===== src/rtl/spi_frame_sequencer.sv =====
// Frame sequencer between the application TX/RX word buffers and the spi_master
// di_/do_ handshake: one start sends FRAME_LEN words and stores the words returned.
//
// state  | meaning
// IDLE   | waiting for start, TX buffer writable
// REQ    | waiting for spi_master to request the next tx word
// WRITE  | wren_o held with di_o until wr_ack_i
// DRAIN  | all tx words handed over, waiting for remaining rx words
// FINISH | one-cycle done pulse, back to IDLE
module spi_frame_sequencer #(
  parameter int WORD_W    = 16,
  parameter int FRAME_LEN = 12,
  parameter int ADDR_W    = 4,
  parameter int TIMEOUT   = 4096
) (
  input  logic              clk,
  input  logic              reset,
  input  logic              start,
  output logic              busy,
  output logic              done,
  output logic              error,
  input  logic              tx_we,
  input  logic [ADDR_W-1:0] tx_addr,
  input  logic [WORD_W-1:0] tx_data,
  input  logic [ADDR_W-1:0] rx_addr,
  output logic [WORD_W-1:0] rx_data,
  input  logic              di_req_i,
  output logic [WORD_W-1:0] di_o,
  output logic              wren_o,
  input  logic              wr_ack_i,
  input  logic              do_valid_i,
  input  logic [WORD_W-1:0] do_i
);

  localparam int TW = $clog2(TIMEOUT);
  localparam logic [ADDR_W:0] LEN     = (ADDR_W+1)'(FRAME_LEN);
  localparam logic [ADDR_W:0] LAST    = (ADDR_W+1)'(FRAME_LEN - 1);
  localparam logic [ADDR_W:0] PTR_ONE = (ADDR_W+1)'(1);
  localparam logic [TW-1:0]   T_LOAD  = TW'(TIMEOUT - 1);
  localparam logic [TW-1:0]   T_ONE   = TW'(1);

  typedef enum logic [2:0] {
    S_IDLE,
    S_REQ,
    S_WRITE,
    S_DRAIN,
    S_FINISH
  } state_t;

  state_t state_q, state_d;

  logic [WORD_W-1:0] txbuf [FRAME_LEN];
  logic [WORD_W-1:0] rxbuf [FRAME_LEN];

  logic [ADDR_W:0]   tx_ptr_q, tx_ptr_d;
  logic [ADDR_W:0]   rx_ptr_q, rx_ptr_d;
  logic [TW-1:0]     timer_q, timer_d;
  logic              wren_q, wren_d;
  logic [WORD_W-1:0] di_q, di_d;
  logic              error_q, error_d;
  logic              shadow_v_q;
  logic [ADDR_W-1:0] shadow_addr_q;
  logic [WORD_W-1:0] shadow_data_q;
  logic [WORD_W-1:0] tx_word;
  logic              tx_in_range, rx_in_range, rx_fire, progress, accept_start;

  assign busy   = (state_q == S_REQ) || (state_q == S_WRITE) || (state_q == S_DRAIN);
  assign done   = (state_q == S_FINISH);
  assign error  = error_q;
  assign wren_o = wren_q;
  assign di_o   = di_q;

  assign tx_in_range  = ({1'b0, tx_addr} < LEN);
  assign rx_in_range  = ({1'b0, rx_addr} < LEN);
  assign rx_fire      = busy && do_valid_i && (rx_ptr_q < LEN);
  assign progress     = wr_ack_i || do_valid_i;
  assign accept_start = (state_q == S_IDLE) && start;

  // A write landing in the start cycle must not leak into the frame: the
  // overwritten word is kept aside and substituted when its slot is sent.
  always_comb begin
    tx_word = txbuf[tx_ptr_q[ADDR_W-1:0]];
    if (shadow_v_q && (shadow_addr_q == tx_ptr_q[ADDR_W-1:0]))
      tx_word = shadow_data_q;
  end

  always_comb begin
    state_d  = state_q;
    tx_ptr_d = tx_ptr_q;
    rx_ptr_d = rx_ptr_q;
    timer_d  = timer_q;
    wren_d   = wren_q;
    di_d     = di_q;
    error_d  = 1'b0;

    case (state_q)
      S_IDLE: begin
        if (start) begin
          tx_ptr_d = '0;
          rx_ptr_d = '0;
          timer_d  = T_LOAD;
          state_d  = S_REQ;
        end
      end
      S_REQ: begin
        if (di_req_i) begin
          di_d    = tx_word;
          wren_d  = 1'b1;
          state_d = S_WRITE;
        end
      end
      S_WRITE: begin
        if (wr_ack_i) begin
          wren_d   = 1'b0;
          tx_ptr_d = tx_ptr_q + PTR_ONE;
          state_d  = (tx_ptr_q == LAST) ? S_DRAIN : S_REQ;
        end
      end
      S_DRAIN:  state_d = S_DRAIN;
      S_FINISH: state_d = S_IDLE;
      default:  state_d = S_IDLE;
    endcase

    // Timer counts down from TIMEOUT-1; expiry at zero with no progress.
    if (busy) begin
      if (rx_fire)
        rx_ptr_d = rx_ptr_q + PTR_ONE;
      if (progress)
        timer_d = T_LOAD;
      else if (timer_q != '0)
        timer_d = timer_q - T_ONE;

      if (rx_fire && (rx_ptr_q == LAST)) begin
        state_d = S_FINISH;
        wren_d  = 1'b0;
      end else if (!progress && (timer_q == '0)) begin
        state_d = S_IDLE;
        wren_d  = 1'b0;
        error_d = 1'b1;
      end
    end
  end

  always_ff @(posedge clk) begin
    if (reset) begin
      state_q       <= S_IDLE;
      tx_ptr_q      <= '0;
      rx_ptr_q      <= '0;
      timer_q       <= T_LOAD;
      wren_q        <= 1'b0;
      di_q          <= '0;
      error_q       <= 1'b0;
      shadow_v_q    <= 1'b0;
      shadow_addr_q <= '0;
      shadow_data_q <= '0;
      rx_data       <= '0;
    end else begin
      state_q  <= state_d;
      tx_ptr_q <= tx_ptr_d;
      rx_ptr_q <= rx_ptr_d;
      timer_q  <= timer_d;
      wren_q   <= wren_d;
      di_q     <= di_d;
      error_q  <= error_d;
      if (accept_start) begin
        shadow_v_q    <= tx_we && tx_in_range;
        shadow_addr_q <= tx_addr;
        shadow_data_q <= tx_in_range ? txbuf[tx_addr] : '0;
      end
      rx_data <= rx_in_range ? rxbuf[rx_addr] : '0;
    end
  end

  always_ff @(posedge clk) begin
    if (tx_we && !busy && tx_in_range)
      txbuf[tx_addr] <= tx_data;
  end

  always_ff @(posedge clk) begin
    if (rx_fire)
      rxbuf[rx_ptr_q[ADDR_W-1:0]] <= do_i;
  end

endmodule

===== config.mk =====
export PLATFORM = sky130hd
export DESIGN_NAME = spi_frame_sequencer
export DESIGN_NICKNAME = d
export VERILOG_FILES = /design/src/rtl/spi_frame_sequencer.sv
export SDC_FILE = /design/constraint.sdc
export NUM_CORES = 1
export LEC_CHECK = 0
export ABC_CLOCK_PERIOD_IN_PS = 6000
export CAP_MARGIN = 20
export CORE_UTILIZATION = 40
export DETAILED_ROUTE_END_ITERATION = 16
export PLACE_DENSITY = 0.59
export SYNTH_ARGS = -nofsm -noshare
export SYNTH_HDL_FRONTEND = slang
export SYNTH_SLANG_ARGS = --single-unit
export TNS_END_PERCENT = 1

===== constraint.sdc =====
create_clock -name clk -period 6 [get_ports clk]
set_input_delay 1.2 -clock clk [delete_from_list [all_inputs] [get_ports clk]]
set_output_delay 1.2 -clock clk [all_outputs]
set_load 0.05 [all_outputs]

==> results.md, run 1 <==
* Drt initial violations at 779
* Dominant synthesized flop cell: edfxtp_1
* Synth area leader: edfxtp_1
* Endpoints failing hold at 0
* Share of post-route cells with drive strength above 1 at 0.195
* Antenna cells at 0
* Setup WS post-layout at 1.99 ns
* Starting density of the core at 0.407
* Final Power at 7180 uW
* Post-synth EDFFs at about 380
* Most area-consuming cells after synthesis: edfxtp_1, mux4_2, dfxtp_1
* Final net count at 1267
* Num rows at 80
* Yosys top cell area share at 0.589
* Worst IR Drop VDD at 0.203 mV
* Post-route ant nets at 0
* Worst slew pin tran at approximately 1.1 ns
* Tmin final at 4.01 ns
* GR Util All Layers at 0.182
* Number of synthesis warnings at 0
* CP delay by family, top: buffers and inverters
* Fin area at 22700 sq um
* Post-Synthesis Cells at 1134
* Root Buffer: clkbuf_16
* Clock Latency Late Sink at 0.60 ns
* Mapped Avg Cell Area at 17.3 sq um
* WP buf/inv at 2
* Pleak at 0.00716 uW
* Vias per cell at 5.62
* Largest net degree at the start of global routing at slightly below 50
* Area of the multi-input gates at about 6000 sq um
* GP Congestion at 0.796
* Worst setup EP type: primary output
* Global-route wire length before repair at 67.5 mm
* Reg clk slew, reported paths at 0.06 ns
* Placed cell area at 21000 sq um
* CTS tree: done
* H-tree depth at 2
* Total Wirelength at ~45 mm
* CP peak stage delay at 0.95 ns
* Area grow syn2layout at 15.8%
* Top cells by count, synth: edfxtp_1, mux4_2, mux2i_1
* Normalized max-slew margin at 0.264
* Per-cell routed wire length at ~24 um
* Power Density at 317 nW/um^2
* Post-route setup TNS at 0 ns
* Worst Path Arrival at 2.81 ns
* Async set-reset flop share out of synthesis at 0
* Clk sinks at 468
* Sequential share of the synthesized area at 0.675
* Register area at 13200 sq um
* Hold Path Class: reg -> reg
* CP Max Fanout at 20
* Fillers at 4077
* Net count after synthesis at 1188
* CP Class: reg -> out
* Flops & latches, synth at 468
* Setup WS pre-CTS at 1.97 ns
* Post-CTS Setup Repair Bufs at 0
* CTS max path bufs at 3
* Post-CTS sizing at 0
* CTS buffer count at 49
* HPWL Detailed at 29.6 mm
* Achievable frequency at 249 MHz
* Drt pass-1 iters at 5
* Area of the core at 48000 sq um
* Final period utilization at 0.669
* Vias at 10504
* Outcome: finished, final reports clean
* Die ar. at 49800 sq um
* Unrepaired setup endpoints after global routing: no
* Drt drc at 0
* Synth Cell Area at 19600 sq um
* CP Cell Sequence: o21bai_1 -> inv_1 -> clkdlybuf4s50_1
* Slew Viols, Final at 0
* Number of distinct library cells after synthesis at between 60 and 70
* Die Y at 223 um
* Fin Clk Skew at 0.0237 ns
* Top-count cell post-synth: edfxtp_1
* Final setup fails at 0
* Slowest CP cell: clkdlybuf4s50_1
* Die X at 223 um
* Max_cap viols at 0
* Vias in the first global route at 10641
* CP Data Required Time at 4.80 ns
* Global route overflow at 0
* IO Count at 83
* Hold buffers post-CTS at 0
* Port bufs at 82
* Startpoint Class: flip-flop
* Initial antenna violation count at 0
## stage by stage
step / std cells / utilization / hold slack [ns]
after detailed placement: 1776 / 0.436 / 0.461
final: 1869 / 0.472 / 0.470
after global routing: 1869 / 0.472 / 0.489
after CTS: 1868 / 0.472 / 0.469
after global placement: 1776 / 0.436 / 0.456
after floorplan: 1134 / - / 0.444
## cells by family after synthesis
family | after synthesis | share of synthesized area
compound gates | 159 | 0.0560
flops | 468 | 0.675
buf+inv | 86 | 0.0206
mux | 217 | 0.186
simple gates | 189 | 0.0544
xor+xnor | 8 | 0.00358
fa+ha+maj | 7 | 0.00447
## power by group
group | leakage, uW | switching (uW) | internal (uW)
Sequential | 0.00415 | 28.9 | 3560
Combinational | 0.00220 | 284 | 174
Clock | 0.000820 | 1290 | 1850
## routing by layer
metal / up-vias / GRT usage / share of wire
li1: 4767 / - / -
met1: 5432 / 0.253 / 0.45
met2: 247 / 0.298 / 0.49
met3: 58 / 0.0257 / 0.041
met4: 0 / 0.0516 / 0.020
met5: - / 0 / 0
## worst min-delay path, cell delays in order, from the launching register on
cell	delay (ns)
dfxtp_1	0.32
nand2_1	0.05
a21oi_1	0.05
## layout make-up
| class | instances | share of cell area |
|---|---|---|
| clock buffer | 61 | 0.0588 |
| sequential | 468 | 0.583 |
| clock inverter | 31 | 0.0158 |
| multi-input combinational | 580 | 0.265 |
| tap | 615 | 0.0339 |
| timing repair buffer | 98 | 0.0407 |
| inverter | 16 | 0.00265 |
## state kept, by name (all words and copies together), names as in the netlist, 3 cells and up, named ones only
signal	flops
rxbuf	192
txbuf	192
di_o	16
rx_data	16
shadow_data_q	16
timer_q	12
rx_ptr_q	5
tx_ptr_q	5
shadow_addr_q	4
state_q	3
## layout by cell type, fill, tap and decap left out, drive strengths merged, types with 7 or more instances in the layout
cell / Yosys / routed
nand2: 48 / 48
mux4: 117 / 117
o221ai: 10 / 10
a21oi: 12 / 12
a22oi: 39 / 39
mux2i: 97 / 97
dfxtp: 84 / 84
nand3: 9 / 9
edfxtp: 384 / 384
nor3b: 7 / 7
clkdlybuf4s50: 0 / 78
nor2: 37 / 37
clkbuf: 32 / 62
buf: 38 / 19
ha: 7 / 7
inv: 16 / 19
o21ai: 43 / 43
nor3: 12 / 12
and2: 8 / 8
clkinv: 0 / 20
nor2b: 22 / 22
a31oi: 7 / 7
o211ai: 12 / 12
## worst paths after layout
check	end	depth (start not counted)	start	slack (ns)
max	busy	3	state_q[0]	1.99
min	shadow_addr_q[0]	2	shadow_addr_q[0]	0.47
max reg2reg	txbuf[2][1]	4	state_q[2]	2.96
min reg2reg	shadow_addr_q[0]	2	shadow_addr_q[0]	0.47
Note: power is estimated with default switching activity, not from simulation.
==> run 2: changes to the inputs <==
ABC_CLOCK_PERIOD_IN_PS = 3910   (was 6000)
clock period = 3.91 ns   (was 6 ns; I/O delays follow)
==> run 2 against run 1 <==
Effect of this change: flip-flop and latch count unchanged; largest power group unchanged; highest routed layer unchanged; setup slack got worse by 1.4 ns; sequential share of layout area down 0.65 points; utilization grew 0.53 points; non-clock buffer count is 43 higher; clock power increased by 45%; critical path type unchanged; cell count up 2.2%; via count increased by 2.8%; critical path depth is 1 higher.
==> results.md, run 2 (synthesized netlist as in run 1, its figures left out) <==
* Reg clk slew, reported paths at 0.06 ns
* Total Wirelength at 44.8 mm
* Tmin final at 3.28 ns
* Final Util at 0.477
* CP Class: reg -> out
* Final period utilization at 0.838
* Fin Clk Skew at 0.0147 ns
* Global-route wire length before repair at around 67 mm
* Reg-to-reg slack, setup at 1.34 ns
* Normalized max-slew margin at 0.348
* CTS tree: done
* CTS max path bufs at 3
* Per-cell routed wire length at 23.4 um
* Clk sinks at around 470
* Post-CTS Setup Repair Bufs at 0
* Area of the core at just under 50000 sq um
* H-tree depth at 2
* Post-route setup TNS at 0 ns
* Worst slew pin tran at 0.978 ns
* Clock Latency Late Sink at 0.59 ns
* Hold buffers post-CTS at 0
* Hold depth at 2
* Largest net degree at the start of global routing at 46
* CP Data Required Time at approximately 3.1 ns
* CTS buffer count at 49
* Global route overflow at 0
* FF-to-FF path depth at 6
* Worst Path Arrival at 2.49 ns
* Most common cell after layout, fill and taps aside: edfxtp_1
* Die ar. at 49800 sq um
* Drt initial violations at roughly 840
* Most frequent cells in the layout: edfxtp_1, mux4_2, mux2i_1, dfxtp_1, clkdlybuf4s50_1
* Final net count at 1310
* Root Buffer: clkbuf_16
* Unrepaired setup endpoints after global routing: no
* Starting density of the core at 0.407
* Wire length on met2 at 21.7 mm
* Vias per cell at 5.65
* Antenna cells at 0
* Min-Delay Startpoint: shadow_addr_q[1]
* Share of post-route cells with drive strength above 1 at 0.218
* WP buf/inv at 3
* Hold Path Class: reg -> reg
* Max_cap viols at 0
* IO Count at slightly above 80
* GP Congestion at 0.785
* R2r startpoint: state_q[2]
* Pleak at 0.00735 uW
* Drt drc at 0
* CP peak stage delay at 0.86 ns
* Reg2reg end: txbuf[0][1]
* CP Cell Sequence: o21bai_1 -> buf_4 -> inv_1 -> clkdlybuf4s50_1
* Startpoint Class: flip-flop
* Area grow syn2layout at 17.1%
* CP delay by family, top: buffers and inverters
* Post-CTS sizing at 0
* Drt pass-1 iters at 5
* Slew Viols, Final at 0
* Initial antenna violation count at 0
* Achievable frequency at 305 MHz
* CP Max Fanout at 12
* Worst IR Drop VDD at 0.311 mV
* Min-Delay Endpoint: shadow_addr_q[1]
* Port bufs at 82
* Die X at ~220 um
* Met3 WL at 2.28 mm
* Vias at 10798
* Post-route ant nets at 0
* DR top layer: met4
* Slowest CP cell: clkdlybuf4s50_1
* Die Y at 223 um
* Final setup fails at 0
* Vias in the first global route at approximately 11000
* GR Util All Layers at 0.181
* Num rows at 80
* Endpoints failing hold at 0
* Outcome: finished, final reports clean
* WL met1 at 19.5 mm
* HPWL Detailed at roughly 29 mm
* Worst setup EP type: primary output
* Power Density at 470 nW/um^2
run 2: final cells by class:
class / count / area (sq um)
clock buffers: 74 / 1410
clock inverters: 17 / 160
fillers: 4079 / 25100
inverters: 16 / 60.1
multi-input cells: 580 / 6000
flip-flops and latches: 468 / 13200
well taps: 615 / 769
repair buffers: 141 / 1300
run 2: worst register-to-register path: cells and delay by family, from the launching register on:
family / cells / cell delay [ns]
buffers and inverters: 3 / 0.63
AO/OA/AOI/OAI: 1 / 0.17
flip-flops: 1 / 0.55
AND/OR/NAND/NOR: 2 / 0.92
run 2: where the power goes:
group	leakage, uW	total (uW)	switching, uW	internal [uW]
logic	0.00244	710	426	284
registers	0.00415	5510	44.0	5460
clock network	0.000762	4540	1910	2630
total	0.00735	10800	2380	8380
run 2: how the worst max path moves through the flow:
stage          cells after the start  slack, ns        from             to
4_1_cts                            4       0.55  state_q[2]           busy
3_3_place_gp                       5       0.94  do_valid_i  rxbuf[11][10]
3_5_place_dp                       5       0.89  do_valid_i  rxbuf[10][14]
5_1_grt                            4       0.47  state_q[1]           busy
2_1_floorplan                      6       0.84  state_q[0]    txbuf[0][0]
6_report                           4       0.63  state_q[2]           busy
run 2: per-layer routing:
layer / global-route usage / vias to the layer above
met2: 0.298 / 306
met3: 0.0274 / 77
met4: 0.0638 / 0
met5: 0 / -
li1: - / 4842
met1: 0.244 / 5573
run 2: metrics by stage:
stage / total power (uW) / hold WS, ns / setup slack, ns / cell area [sq um] / std cells
CTS: 10900 / 0.475 / 0.553 / 22900 / 1911
floorplan: 6030 / 0.444 / 0.837 / 19600 / 1134
detailed placement: 6330 / 0.467 / 0.894 / 21400 / 1820
global placement: 6320 / 0.461 / 0.938 / 21400 / 1820
global route: 11100 / 0.505 / 0.475 / 22900 / 1911
finish: 10800 / 0.472 / 0.634 / 22900 / 1911
